===== config.mk =====
export PLATFORM = sky130hd
export DESIGN_NAME = inverse_cdf_fold_pipe
export DESIGN_NICKNAME = d
export VERILOG_FILES = /design/src/rtl/inverse_cdf_fold_pipe.sv
export SDC_FILE = /design/constraint.sdc
export NUM_CORES = 1
export LEC_CHECK = 0
export ABC_CLOCK_PERIOD_IN_PS = 14500
export BUFFER_PORTS_ARGS = -buffer_cell sky130_fd_sc_hd__buf_2
export CAP_MARGIN = 25
export CORE_UTILIZATION = 40
export DETAILED_ROUTE_END_ITERATION = 8
export MAX_ROUTING_LAYER = met4
export PLACE_DENSITY_LB_ADDON = 0.2
export REMOVE_ABC_BUFFERS = 1
export SYNTH_ARGS = -nofsm -noshare
export SYNTH_HDL_FRONTEND = slang
export SYNTH_SLANG_ARGS = --single-unit

===== constraint.sdc =====
create_clock -name clk -period 14.5 [get_ports clk]
set_clock_uncertainty 0.05 [all_clocks]
set_input_delay 0.725 -clock clk [delete_from_list [all_inputs] [get_ports clk]]
set_output_delay 0.725 -clock clk [all_outputs]
set_load 0.005 [all_outputs]

===== src/rtl/inverse_cdf_fold_pipe.sv =====
// rtl/inverse_cdf_fold_pipe.sv - multi-lane elastic fold/clamp/classify front end for the inverse-normal-CDF datapath
// Stage 0 folds u onto p = min(u, 1-u); the remaining LAT-1 stages are plain registers for retiming.
module inverse_cdf_fold_pipe #(
  parameter int WIDTH = 32,
  parameter int QFRAC = 16,
  parameter int LANES = 4,
  parameter int LAT   = 2,
  parameter int P_LOW = 1589,
  parameter int CNTW  = 16
) (
  input  logic                   clk,
  input  logic                   rst,
  input  logic                   valid_in,
  output logic                   ready_out,
  input  logic [LANES*WIDTH-1:0] u,
  output logic                   valid_out,
  input  logic                   ready_in,
  output logic [LANES*WIDTH-1:0] p,
  output logic [LANES-1:0]       negate,
  output logic [LANES-1:0]       tail,
  output logic [LANES-1:0]       clamped,
  input  logic                   clr_cnt,
  output logic [CNTW-1:0]        clamp_cnt
);

  localparam logic [WIDTH-1:0] ONE     = WIDTH'(1) << QFRAC;
  localparam logic [WIDTH-1:0] HALF    = ONE >> 1;
  localparam logic [WIDTH-1:0] PLOW    = WIDTH'(P_LOW);
  localparam logic [CNTW:0]    CNT_MAX = {1'b0, {CNTW{1'b1}}};

  logic [LAT-1:0]         r_v;
  logic [LANES*WIDTH-1:0] r_p     [LAT];
  logic [LANES-1:0]       r_neg   [LAT];
  logic [LANES-1:0]       r_tail  [LAT];
  logic [LANES-1:0]       r_clamp [LAT];
  logic [CNTW-1:0]        r_cnt;

  logic [LANES*WIDTH-1:0] w_p;
  logic [LANES-1:0]       w_neg;
  logic [LANES-1:0]       w_tail;
  logic [LANES-1:0]       w_clamp;
  logic [CNTW:0]          w_pop;
  logic [CNTW:0]          w_sum;
  logic [LAT-1:0]         w_en;
  logic                   w_acc;

  always_comb begin : c_fold
    logic [WIDTH-1:0] v_u;
    logic [WIDTH-1:0] v_p;
    w_p     = '0;
    w_neg   = '0;
    w_tail  = '0;
    w_clamp = '0;
    w_pop   = '0;
    v_u     = '0;
    v_p     = '0;
    for (int i = 0; i < LANES; i++) begin
      v_u = u[i*WIDTH +: WIDTH];
      if (v_u >= ONE) begin
        v_u        = ONE - WIDTH'(1);
        w_clamp[i] = 1'b1;
      end
      if (v_u == '0) begin
        v_p        = WIDTH'(1);
        w_clamp[i] = 1'b1;
      end else if (v_u <= HALF) begin
        v_p = v_u;
      end else begin
        v_p      = ONE - v_u;
        w_neg[i] = 1'b1;
      end
      w_p[i*WIDTH +: WIDTH] = v_p;
      w_tail[i]             = (v_p < PLOW);
      w_pop                 = w_pop + (CNTW+1)'(w_clamp[i]);
    end
  end

  // Stage k may load when it, or any stage downstream of it, has a hole, or the sink drains.
  always_comb begin
    w_en = '0;
    for (int k = 0; k < LAT; k++) begin
      w_en[k] = ready_in;
      for (int j = k; j < LAT; j++) begin
        if (!r_v[j]) w_en[k] = 1'b1;
      end
    end
  end

  assign w_acc = valid_in && w_en[0];
  assign w_sum = {1'b0, r_cnt} + w_pop;

  always_ff @(posedge clk) begin
    if (rst) begin
      r_v   <= '0;
      r_cnt <= '0;
      for (int k = 0; k < LAT; k++) begin
        r_p[k]     <= '0;
        r_neg[k]   <= '0;
        r_tail[k]  <= '0;
        r_clamp[k] <= '0;
      end
    end else begin
      if (w_en[0]) begin
        r_v[0] <= valid_in;
        if (valid_in) begin
          r_p[0]     <= w_p;
          r_neg[0]   <= w_neg;
          r_tail[0]  <= w_tail;
          r_clamp[0] <= w_clamp;
        end
      end
      for (int k = 1; k < LAT; k++) begin
        if (w_en[k]) begin
          r_v[k] <= r_v[k-1];
          if (r_v[k-1]) begin
            r_p[k]     <= r_p[k-1];
            r_neg[k]   <= r_neg[k-1];
            r_tail[k]  <= r_tail[k-1];
            r_clamp[k] <= r_clamp[k-1];
          end
        end
      end
      if (clr_cnt) begin
        r_cnt <= w_acc ? CNTW'(w_pop) : '0;
      end else if (w_acc) begin
        r_cnt <= (w_sum > CNT_MAX) ? CNT_MAX[CNTW-1:0] : w_sum[CNTW-1:0];
      end
    end
  end

  assign ready_out = w_en[0];
  assign valid_out = r_v[LAT-1];
  assign p         = r_p[LAT-1];
  assign negate    = r_neg[LAT-1];
  assign tail      = r_tail[LAT-1];
  assign clamped   = r_clamp[LAT-1];
  assign clamp_cnt = r_cnt;

endmodule


---- Word-level counts from Yosys, hierarchy flattened ----
Memory sizes are Yosys's and may differ from the RTL's.
Cells that the tools add are included.
word-level totals
  bits of input ports ..................... 133
  memories ................................ 4
  RAM bits ................................ 280
  output and inout port bits .............. 158
  register bits after elaboration ......... 18
operators by class
  bitwise operators ....................... 8
  magnitude comparators ................... 13
  add/sub/neg operators ................... 8
  reduce and logical (&&, ||, !) cells .... 6
  mux-type cells .......................... 53
memory list
  memory   depth  width  rd ports  clocked after Yosys merged registers in  write ports  line  text
  r_p      2      128    2         0                                        2            32    logic [LANES*WIDTH-1:0] r_p [LAT];
  r_clamp  2      4      2         0                                        2            35    logic [LANES-1:0] r_clamp [LAT];
  r_neg    2      4      2         0                                        2            33    logic [LANES-1:0] r_neg [LAT];
  r_tail   2      4      2         0                                        2            34    logic [LANES-1:0] r_tail [LAT];
operator list
  cell                                                              count
  two-way mux 32 bit                                                12
  two-way mux 128 bit                                               2
  >= comparator 32 x 17 -> 1 bit, second input constant             4
  less-or-equal comparator 32 x 16 -> 1 bit, second input constant  4
  zero test 32 bit                                                  4
  < comparator 32 x 11 -> 1 bit, second input constant              4
  subtractor 17 x 32 -> 32 bit, first input constant                4
  two-way mux 16 bit                                                3
  two-way mux 1 bit                                                 29
  two-way mux 4 bit                                                 7
  adder 16 x 4 -> 17 bit                                            1
  greater-than comparator 17 x 16 -> 1 bit, second input constant   1
  OR 1 bit                                                          8
  adder 3 x 1 -> 4 bit                                              1
  adder 2 x 1 -> 3 bit                                              1
  adder 1 x 1 -> 2 bit                                              1
  nonzero test 2 bit                                                1
  logical AND 1 bit                                                 1

---- Logic depth before layout (Yosys ltp) ----
Gate-level depths: netlist of the first run.
  word-level depth ........................ 12
  gate-level depth with buffers ........... 22

---- Worst setup path after synthesis of the first run ----
Ideal clock, no wire load.
  path type ............................... input to register
  start ................................... input u[20]
  end ..................................... register r_cnt[11], in the netlist clamp_cnt[11]
  library setup time ...................... 119 ps
  stages .................................. 20
  data required time ...................... 14331 ps
  buffers on the path ..................... 2
  arrival ................................. 5303 ps
  setup slack ............................. 9029 ps
  cells stage by stage .................... nor4_1 nand4_1 clkbuf_1 nor2_1 ha_1 or4b_1 nor3_1 nor2_1 fa_1 inv_1 ha_1 ha_1 fa_1 a21o_1 nand2_1 or4_1 and2_0 clkbuf_1 nand2_1 o221a_2
between the ends
  cells in the longest elaborated chain, start to end .. 12
  elaborated cells between the ends (all ways) .. 13
  those cells by class .................... add/sub (4); order compare (2); mux (6); reduce/logical (1)
RTL lines
  what                                      line  text
  start: declaration                        15    input logic [LANES*WIDTH-1:0] u,
  >= comparator 32 x 17 -> 1 bit            59    if (v_u >= ONE) begin
  two-way mux 32 bit                        59
  zero test 32 bit                          63    if (v_u == '0) begin
  two-way mux 1 bit *                       63
  adder 1 x 1 -> 2 bit *                    74    w_pop = w_pop + (CNTW+1)'(w_clamp[i]);
  adder 2 x 1 -> 3 bit *                    74
  adder 3 x 1 -> 4 bit *                    74
  adder 16 x 4 -> 17 bit *                  90    assign w_sum = {1'b0, r_cnt} + w_pop;
  greater-than comparator 17 x 16 -> 1 bit  126   r_cnt <= (w_sum > CNT_MAX) ? CNT_MAX[CNTW-1:0] : w_sum[CNTW-1:0];
  two-way mux 16 bit *                      126
  two-way mux 16 bit *                      125   end else if (w_acc) begin
  two-way mux 16 bit *                      123   if (clr_cnt) begin
  end signal: assignment                    124   r_cnt <= w_acc ? CNTW'(w_pop) : '0;
  end signal: assignment                    126
  end: declaration                          36    logic [CNTW-1:0] r_cnt;
Mark *: on every way between the ends. The rest lies on a longest branch, timed or not. The select of a mux whose other input is x is not followed.
A chain may end at the register's enable or synchronous reset.

---- Worst setup path in the final report of the first run ----
  start ................................... input u[62]
  end ..................................... register r_cnt[11], in the netlist clamp_cnt[11]
The elaborated chain is that of the path after synthesis.

==> results of run 1 <==
==> synth_stat cells, types with 15 or more instances <==
master	number	area share
edfxtp_1	280	0.58
and2_1	147	0.064
buf_4	141	0.073
nor2_1	105	0.027
nand2_1	59	0.015
clkbuf_1	43	0.011
a21oi_1	40	0.014
nor3_1	38	0.013
o21ai_0	30	0.010
xor2_1	29	0.018
nor4_1	26	0.011
dfxtp_1	18	0.025
xnor2_1	18	0.011
nand3_1	17	0.0059
nand4_1	16	0.0069
inv_1	15	0.0039
==> power breakdown <==
part	internal, mW	total, mW	switching [mW]
sequential	1.00	1.02	0.0129
clock	0.465	0.797	0.333
combinational	0.0616	0.158	0.0962
total	1.53	1.97	0.442
==> cells by family after synthesis <==
kind of cell,count (synthesis),share of synthesized area
simple gates,478,0.1813
mux,8,0.005646
fa+ha+maj,11,0.01060
compound gates,154,0.07166
buf+inv,210,0.09329
flops,298,0.6087
xor+xnor,47,0.02858
other cells,1,0.0002603
==> cell type report <==
type,instances,share of cell area
repair buffers,297,0.09235
inverters,15,0.003412
clock buffers,34,0.04769
clock inverters,23,0.01456
flip-flops and latches,298,0.5314
multi-input cells,762,0.2757
well taps,461,0.03495
==> per-layer routing <==
layer | routed length, um | global-route usage | vias up
li1 | - | - | 4576
met1 | 13610 | 0.2173 | 4335
met2 | 13890 | 0.2583 | 280
met3 | 1900 | 0.03051 | 39
met4 | 444 | 0.03907 | 0
met5 | 0 | - | -
==> tightest hold or removal path: stages <==
cell and delay, ps:
buf_2 110, nor2_1 50, nor2_1 70
==> final timing paths <==
path	to	from	cells after the start	slack [ps]
max	clamp_cnt[11]	u[62]	20	8170
min	r_v[0]	valid_in	3	380
max reg2reg	r_p[0][18]	r_v[1]	7	11620
min reg2reg	r_p[0][179]	r_p[0][51]	1	460
==> metrics by stage <==
stage | util | hold WS [ps] | cell area (um2)
floorplan | - | 404.1 | 13350
CTS | 0.4643 | 341.1 | 16470
global route | 0.4651 | 364.2 | 16500
global placement | 0.4353 | 446.4 | 15450
detailed placement | 0.4353 | 452.6 | 15450
finish | 0.4651 | 378.0 | 16500
==> flip-flops by register name (all words and copies together) (netlist names) <==
| register | count |
|---|---|
| r_p | 256 |
| clamp_cnt | 16 |
| r_clamp | 8 |
| r_neg | 8 |
| r_tail | 8 |
| r_v | 2 |
==> impl_metrics.toml, run 1 <==
[worst_setup_path]
path_buf_inv = 2
worstSetupPathType = "primary input to flip-flop"
slowest_delay_ps = 730
endpoint_kind = "flip-flop"
path_max_fanout = 19
cp.required_ps = 14900
critPathLaunchType = "primary input"
crit_chain = "buf_2 -> nor4_1 -> nand4_1 -> nor2_1 -> ha_1 -> nor3b_1 -> nand4_1 -> nor2_1 -> nor2_1 -> fa_1 -> inv_1 -> ha_1 -> ha_1 -> fa_1 -> a21o_1 -> nand2_1 -> or4_1 -> and2_0 -> nand2_1 -> o221a_2"
worst_ep_arrival_time_ps = 6730
cp_top_family = "simple AND/OR/NAND/NOR gates"
cp_slowest_cell = "nand4_1"

[floorplan]
rows = 69
core-area_um2 = 35480
die_w_um = 191.8
num_io_pins = 291
die_height_um = 191.8
die_area_um2 = 36780
initial_core_util = 0.4060

[sta]
clock.fmax_mhz = 158.0
tns_ps = 0
max-slew-margin-rel = 0.3109
period_share = 0.4365
tightest_slew_ps = 1024
setup_viol = 0
hold_viol_final = 0
fin_ws_ps = 8170
rsz0062_at_grt = "no"
finalMaxSlewViolations = 0
fin_crit_ps = 6330

[routing]
wirelength_um = 29840
ant_nets = 0
wl_per_cell_um = 15.79
via_count = 9230
dr.pass1.iters = 5
avgViaCountPerCell = 4.884
initialDrtViolationCount = 477
drc_errors = 0

[place]
dp_hpwl_um = 20510
gp_congestion = 0.9120
io_buffers = 290
dp_cells = 1832
preCtsSetupSlack_ps = 7716

[layout]
regArea_um2 = 8768
final_cell_mix = "buf_2, edfxtp_1, and2_1"
layout_commonest_cell = "buf_2"
diodes = 0
drive_gt1_frac = 0.2582
final_cells = 1890
multi_input_area_um2 = 4549
area_delta_synth_final_pct = 14.56
nets = 1549
fillers = 3290

[power]
p_per_area_nw_per_um2 = 119.4
p_leak_nw = 6.645
power_mw = 1.971
peakVddDrop_uv = 84.21

[logic_synthesis]
synth.yosys.seq_area_share = 0.6087
synth-edff-count = 280
yosys.cell_types.count = 71
syn_area_um2 = 14410
avgSynthCellArea_um2 = 11.93
ys.flop_type = "edfxtp_1"
yosys_warnings = 0
netlist_instances = 1207
ys_ff_latch = 298
async_reset_ff_frac = 0

[clock_network]
cts-buffers-inserted = 31
clock_latency_ps = 560
cts_tree = "yes"
clockRootBuffer = "clkbuf_16"
clkSlewWorstSetupHoldPaths_ps = 70
clock_sinks = 298
htree_levels = 1
cts_hold_buf = 0
post_cts_buffers = 0
cts.path.max_buffers = 3
cts_resized = 0

[global_route]
antenna_found_initial = 0
grt_max_degree = 90
grt_usage = 0.1635
grt_pass1_wl_um = 46090
first_global_vias = 8628
grt_overflow_total = 0

[run]
cap_viol_max_count = 0

[hold_path]
worstHoldPathType = "primary input to flip-flop"

[run_status]
status = "complete, no violations"
Power figures use the tool's default switching activity.
==> run 2: changes to the inputs <==
--- a/config.mk
+++ b/config.mk
@@ -5,7 +5,7 @@
 export SDC_FILE = /design/constraint.sdc
 export NUM_CORES = 1
 export LEC_CHECK = 0
-export ABC_CLOCK_PERIOD_IN_PS = 14500
+export ABC_CLOCK_PERIOD_IN_PS = 6350
 export BUFFER_PORTS_ARGS = -buffer_cell sky130_fd_sc_hd__buf_2
 export CAP_MARGIN = 25
 export CORE_UTILIZATION = 40
==> constraint.sdc (replaced) <==
create_clock -name clk -period 6.35 [get_ports clk]
set_clock_uncertainty 0.05 [all_clocks]
set_input_delay 0.3175 -clock clk [delete_from_list [all_inputs] [get_ports clk]]
set_output_delay 0.3175 -clock clk [all_outputs]
set_load 0.005 [all_outputs]
==> impl_metrics.toml, run 2 (synthesized netlist as in run 1, its figures left out) <==
[worst_setup_path]
path_buf_inv = 2
worst_ep_arrival_time_ps = 5790
slowest_delay_ps = 530
worstSetupPathType = "primary input to flip-flop"
crit_top_cell = "ha_1"
crit_chain = "buf_2 -> nor4_1 -> nand4_1 -> nor2_1 -> ha_1 -> nor4b_1 -> nand4_1 -> and2_1 -> fa_1 -> inv_1 -> ha_1 -> ha_1 -> fa_1 -> a21o_1 -> nand2_1 -> or4_1 -> and2_0 -> nand2_1 -> o221a_2"
cp_top_family = "simple AND/OR/NAND/NOR gates"
cp.required_ps = 6690
cp_slowest_cell = "fa_1"
critPathLaunchType = "primary input"
endpoint_kind = "flip-flop"
path_max_fanout = 12

[sta]
setup_viol = 0
hold_viol_final = 0
fin_ws_ps = 900.1
rsz0062_at_grt = "no"
period_share = 0.8582
clock.fmax_mhz = 183.5
max-slew-margin-rel = 0.3907
tightest_slew_ps = 914.0
fin_crit_ps = 5450
finalMaxSlewViolations = 0

[floorplan]
rows = 69
initial_core_util = 0.4060
die_w_um = 191.8
die_area_um2 = 36780
die_height_um = 191.8
core-area_um2 = 35480
num_io_pins = 291

[place]
dp_hpwl_um = 20380
io_buffers = 290
preCtsSetupSlack_ps = 428.0
gp_congestion = 0.8690

[routing]
ant_nets = 0
initialDrtViolationCount = 504
wirelength_um = 29590
wl_per_cell_um = 15.54
avgViaCountPerCell = 4.898
dr.pass1.iters = 5
drc_errors = 0
via_count = 9326

[power]
p_leak_nw = 6.696
power_mw = 4.478
peakVddDrop_uv = 195.0
p_per_area_nw_per_um2 = 270.2

[global_route]
grt_max_degree = 82
grt_overflow_total = 0
grt_pass1_wl_um = 46640
first_global_vias = 8756
antenna_found_initial = 1
grt_usage = 0.1659

[run_status]
status = "complete, no violations"

[layout]
area_delta_synth_final_pct = 15.05
drive_gt1_frac = 0.2595
layout_commonest_cell = "buf_2"
nets = 1561
top_register = "r_p"
largest_reg_flops = 256
final_cell_mix = "buf_2, edfxtp_1, and2_1"
fillers = 3261

[clock_network]
cts_tree = "yes"
clockRootBuffer = "clkbuf_16"
clock_latency_ps = 500
clock_sinks = 298
htree_levels = 2
clkSlewWorstSetupHoldPaths_ps = 60
post_cts_buffers = 0
cts-buffers-inserted = 34
cts.path.max_buffers = 3

[hold_path]
worstHoldPathType = "primary input to flip-flop"

[run]
cap_viol_max_count = 0
## run 2: changes by cell type in the layout (fill, tap and decap cells not counted), sizes merged, moves of 2 or more
cell	change
buf	+8
clkinv	+6
clkbuf	+4
bufinv	-3
clkinvlp	-3
diode	+2
## run 2: layout make-up
| type | count | area, um2 | share of cell area |
|---|---|---|---|
| Inverter | 15 | 56.30 | 0.003397 |
| Multi-Input combinational cell | 762 | 4549 | 0.2745 |
| Antenna cell | 2 | 5.005 | 0.0003020 |
| Timing Repair Buffer | 306 | 1592 | 0.09603 |
| Tap cell | 461 | 576.8 | 0.03480 |
| Clock buffer | 38 | 887.1 | 0.05353 |
| Sequential cell | 298 | 8768 | 0.5291 |
| Clock inverter | 22 | 138.9 | 0.008380 |
## run 2: worst register-to-register path, delay by kind of cell, from the launching register on
family | cells | cell delay, ps
AO/OA/AOI/OAI | 2 | 510
adder cells (fa/ha/maj) | 2 | 640
AND/OR/NAND/NOR | 4 | 1030
flip-flops | 1 | 350
## run 2: worst paths after layout
check                     from            end  slack (ps)  depth (start not counted)
setup / recovery        u[126]  clamp_cnt[11]         900                         19
hold / removal             rst         r_v[0]          90                          2
setup reg to reg  clamp_cnt[0]  clamp_cnt[11]        3670                          8
hold reg to reg     r_p[0][41]    r_p[0][169]         460                          1
## run 2: metal layers
metal	vias to the layer above	track usage	wire length [um]
met5	-	-	0
met4	0	0.04823	516
met3	38	0.03435	1956
li1	4598	-	-
met2	319	0.2583	13560
met1	4371	0.2183	13550
## run 2: power by group
part | total, mW | internal, mW | switching [mW]
Sequential | 2.32 | 2.29 | 0.0288
Clock | 1.80 | 1.05 | 0.751
Combinational | 0.361 | 0.142 | 0.219
## run 2: per-stage QoR
step | instance area [um2] | cells | hold WS [ps] | util | TNS, ps
2_1_floorplan | 13350 | 1075 | 336.6 | - | -25990
3_3_place_gp | 15500 | 1839 | 445.0 | 0.4368 | 0
3_5_place_dp | 15500 | 1840 | 451.4 | 0.4370 | 0
4_1_cts | 16540 | 1901 | 53.55 | 0.4662 | 0
5_1_grt | 16570 | 1903 | 90.42 | 0.4670 | 0
6_report | 16570 | 1904 | 86.87 | 0.4671 | 0
## run 2: timing repair
action / in CTS / in global routing
hold endpoints to repair: 1 / 0
resized for setup: 0 / 0
hold buffers: 1 / 0
==> run 3: changes to the inputs <==
--- a/config.mk
+++ b/config.mk
@@ -5,6 +5,7 @@
 export SDC_FILE = /design/constraint.sdc
 export NUM_CORES = 1
 export LEC_CHECK = 0
+export ABC_AREA = 1
 export ABC_CLOCK_PERIOD_IN_PS = 6350
 export BUFFER_PORTS_ARGS = -buffer_cell sky130_fd_sc_hd__buf_2
 export CAP_MARGIN = 25
==> impl_metrics.toml, run 3 <==
[layout]
nets = 2051
finish.utilization = 0.4646
top_register = "r_p"
largest_reg_flops = 256
finish.instance_area_um2 = 17910
drive_gt1_frac = 0.2226
diodes = 0
area_delta_synth_final_pct = 14.58
layout_commonest_cell = "nor2_1"
final_cell_mix = "nor2_1, buf_2, inv_1"

[power]
p_leak_nw = 8.441
p_per_area_nw_per_um2 = 252.4
peakVddDrop_uv = 162.4

[sta]
hold_viol_final = 0
tns_ps = 0
fin_hold_ws_ps = 82.41
clock.fmax_mhz = 203.4
tightest_slew_ps = 1001
finalMaxSlewViolations = 0
max-slew-margin-rel = 0.3302
fin_crit_ps = 4916
rsz0062_at_grt = "no"
period_share = 0.7742
setup_viol = 0

[worst_setup_path]
worstSetupPathType = "primary input to flip-flop"
slowest_delay_ps = 560
crit_top_cell = "nand2_1"
path_max_fanout = 15
cp.required_ps = 6740
worst_ep_arrival_time_ps = 5300
worstReg2RegEnd = "r_p[0][71]"
cp_slowest_cell = "fa_1"
reg2regPathDepth = 8
rrSetupSlack_ps = 3320
worstReg2RegStart = "r_v[1]"
endpoint_kind = "flip-flop"
critPathLaunchType = "primary input"

[place]
postPlaceCellArea_um2 = 16790
dp_hpwl_um = 22430
gp_congestion = 0.8963
io_buffers = 290

[clock_network]
post_cts_buffers = 0
clock_latency_ps = 510
clock_sinks = 298
cts-buffers-inserted = 34
htree_levels = 2
cts.path.max_buffers = 3
cts_resized = 0
cts_tree = "yes"
clockRootBuffer = "clkbuf_16"
clkSlewWorstSetupHoldPaths_ps = 50

[logic_synthesis]
yosys.cell_types.count = 44
yosys.area.top_type = "edfxtp_1"
avgSynthCellArea_um2 = 9.251
async_reset_ff_frac = 0
synth.yosys.seq_area_share = 0.5609
synth-edff-count = 280
yosys_warnings = 0
yosys.area.top_type_share = 0.5378
netlist_instances = 1690
yosys-top-cells-area = "edfxtp_1, nor2_1, buf_4, inv_1, nand2_1"
syn_area_um2 = 15630
synth_most_common_cell = "nor2_1"
ys.flop_type = "edfxtp_1"
ys_ff_latch = 298
synthTopCellsByCount = "nor2_1, inv_1, edfxtp_1"

[hold_path]
min_to = "clamp_cnt[1]"
hp-start = "clr_cnt"
hold_depth = 2
worstHoldPathType = "primary input to flip-flop"

[run]
cap_viol_max_count = 0

[routing]
drc_errors = 0
via_count = 10739
wirelength_um = 31730
avgViaCountPerCell = 4.383
wl_per_cell_um = 12.95
dr.pass1.iters = 5
ant_nets = 0
initialDrtViolationCount = 460

[floorplan]
core-area_um2 = 38560
rows = 72
die_w_um = 199.7
die_area_um2 = 39880
num_io_pins = 291
die_height_um = 199.7
initial_core_util = 0.4055

[global_route]
grt_max_degree = 188
antenna_found_initial = 0
grt_overflow_total = 0
grt_pass1_wl_um = 51230
first_global_vias = 10280
grt_usage = 0.1673

[run_status]
status = "complete, no violations"
## run 3: cell count changes in the layout (fill, tap and decap cells not counted), sizes merged, moves of 24 or more
cell,delta
and2,-147
inv,+269
nand2,+185
nand3,+79
nor2,+290
nor4,-24
## run 3: how the worst max path moves through the flow
stage | startpoint | endpoint | slack, ps | depth (start not counted)
after floorplan | ready_in | r_p[0][67] | -2200 | 8
after global placement | u[31] | clamp_cnt[2] | 1070 | 30
after detailed placement | u[31] | clamp_cnt[9] | 880 | 30
after CTS | u[31] | clamp_cnt[9] | 1440 | 30
after global routing | u[62] | clamp_cnt[9] | 830 | 30
final | u[31] | clamp_cnt[9] | 1430 | 30
## run 3: kinds of logic after synthesis
group / count (synthesis) / synth area share
AND/OR/NAND/NOR: 815 / 0.2403
buffers and inverters: 465 / 0.1487
flip-flops: 298 / 0.5609
AO/OA/AOI/OAI: 73 / 0.02497
XOR/XNOR: 27 / 0.01513
adder cells (fa/ha/maj): 11 / 0.009764
other: 1 / 0.0002399
## run 3: stage by stage
step | setup WS [ps] | power [mW] | std cells
final | 1434 | 4.521 | 2450
after floorplan | -2201 | 2.513 | 1575
after global placement | 1071 | 2.671 | 2387
after CTS | 1445 | 4.599 | 2449
after global routing | 828.4 | 4.714 | 2450
after detailed placement | 884.0 | 2.674 | 2387
## run 3: timing repair
item,CTS,global route
hold buffers,1,0
endpoints found under the hold margin,1,0
setup endpoints to repair,0,0
## run 3: routing by layer
| metal | global-route usage | part of all wire | vias up |
|---|---|---|---|
| met4 | 0.04524 | 0.018 | 0 |
| li1 | - | - | 5614 |
| met2 | 0.2722 | 0.47 | 266 |
| met1 | 0.2125 | 0.46 | 4814 |
| met3 | 0.03274 | 0.053 | 45 |
| met5 | - | 0 | - |
## run 3: power breakdown
part	leakage, nW	switching, mW	internal (mW)
Sequential	3.12	0.0352	2.29
Combinational	4.79	0.188	0.109
Clock	0.531	0.755	1.14
## run 3: final cells by class
cell class,count,area [um2]
inverters,287,1079
clock inverters,16,175.2
multi-input cells,990,4798
clock buffers,45,913.4
well taps,518,648.1
fillers,3775,20640
repair buffers,296,1531
flip-flops and latches,298,8768
## run 3: worst max-delay path, delay by kind of cell
| family | cells | cell delay [ps] |
|---|---|---|
| buffers and inverters | 3 | 320 |
| adder cells (fa/ha/maj) | 5 | 1500 |
| AND/OR/NAND/NOR | 19 | 2670 |
| AO/OA/AOI/OAI | 3 | 490 |
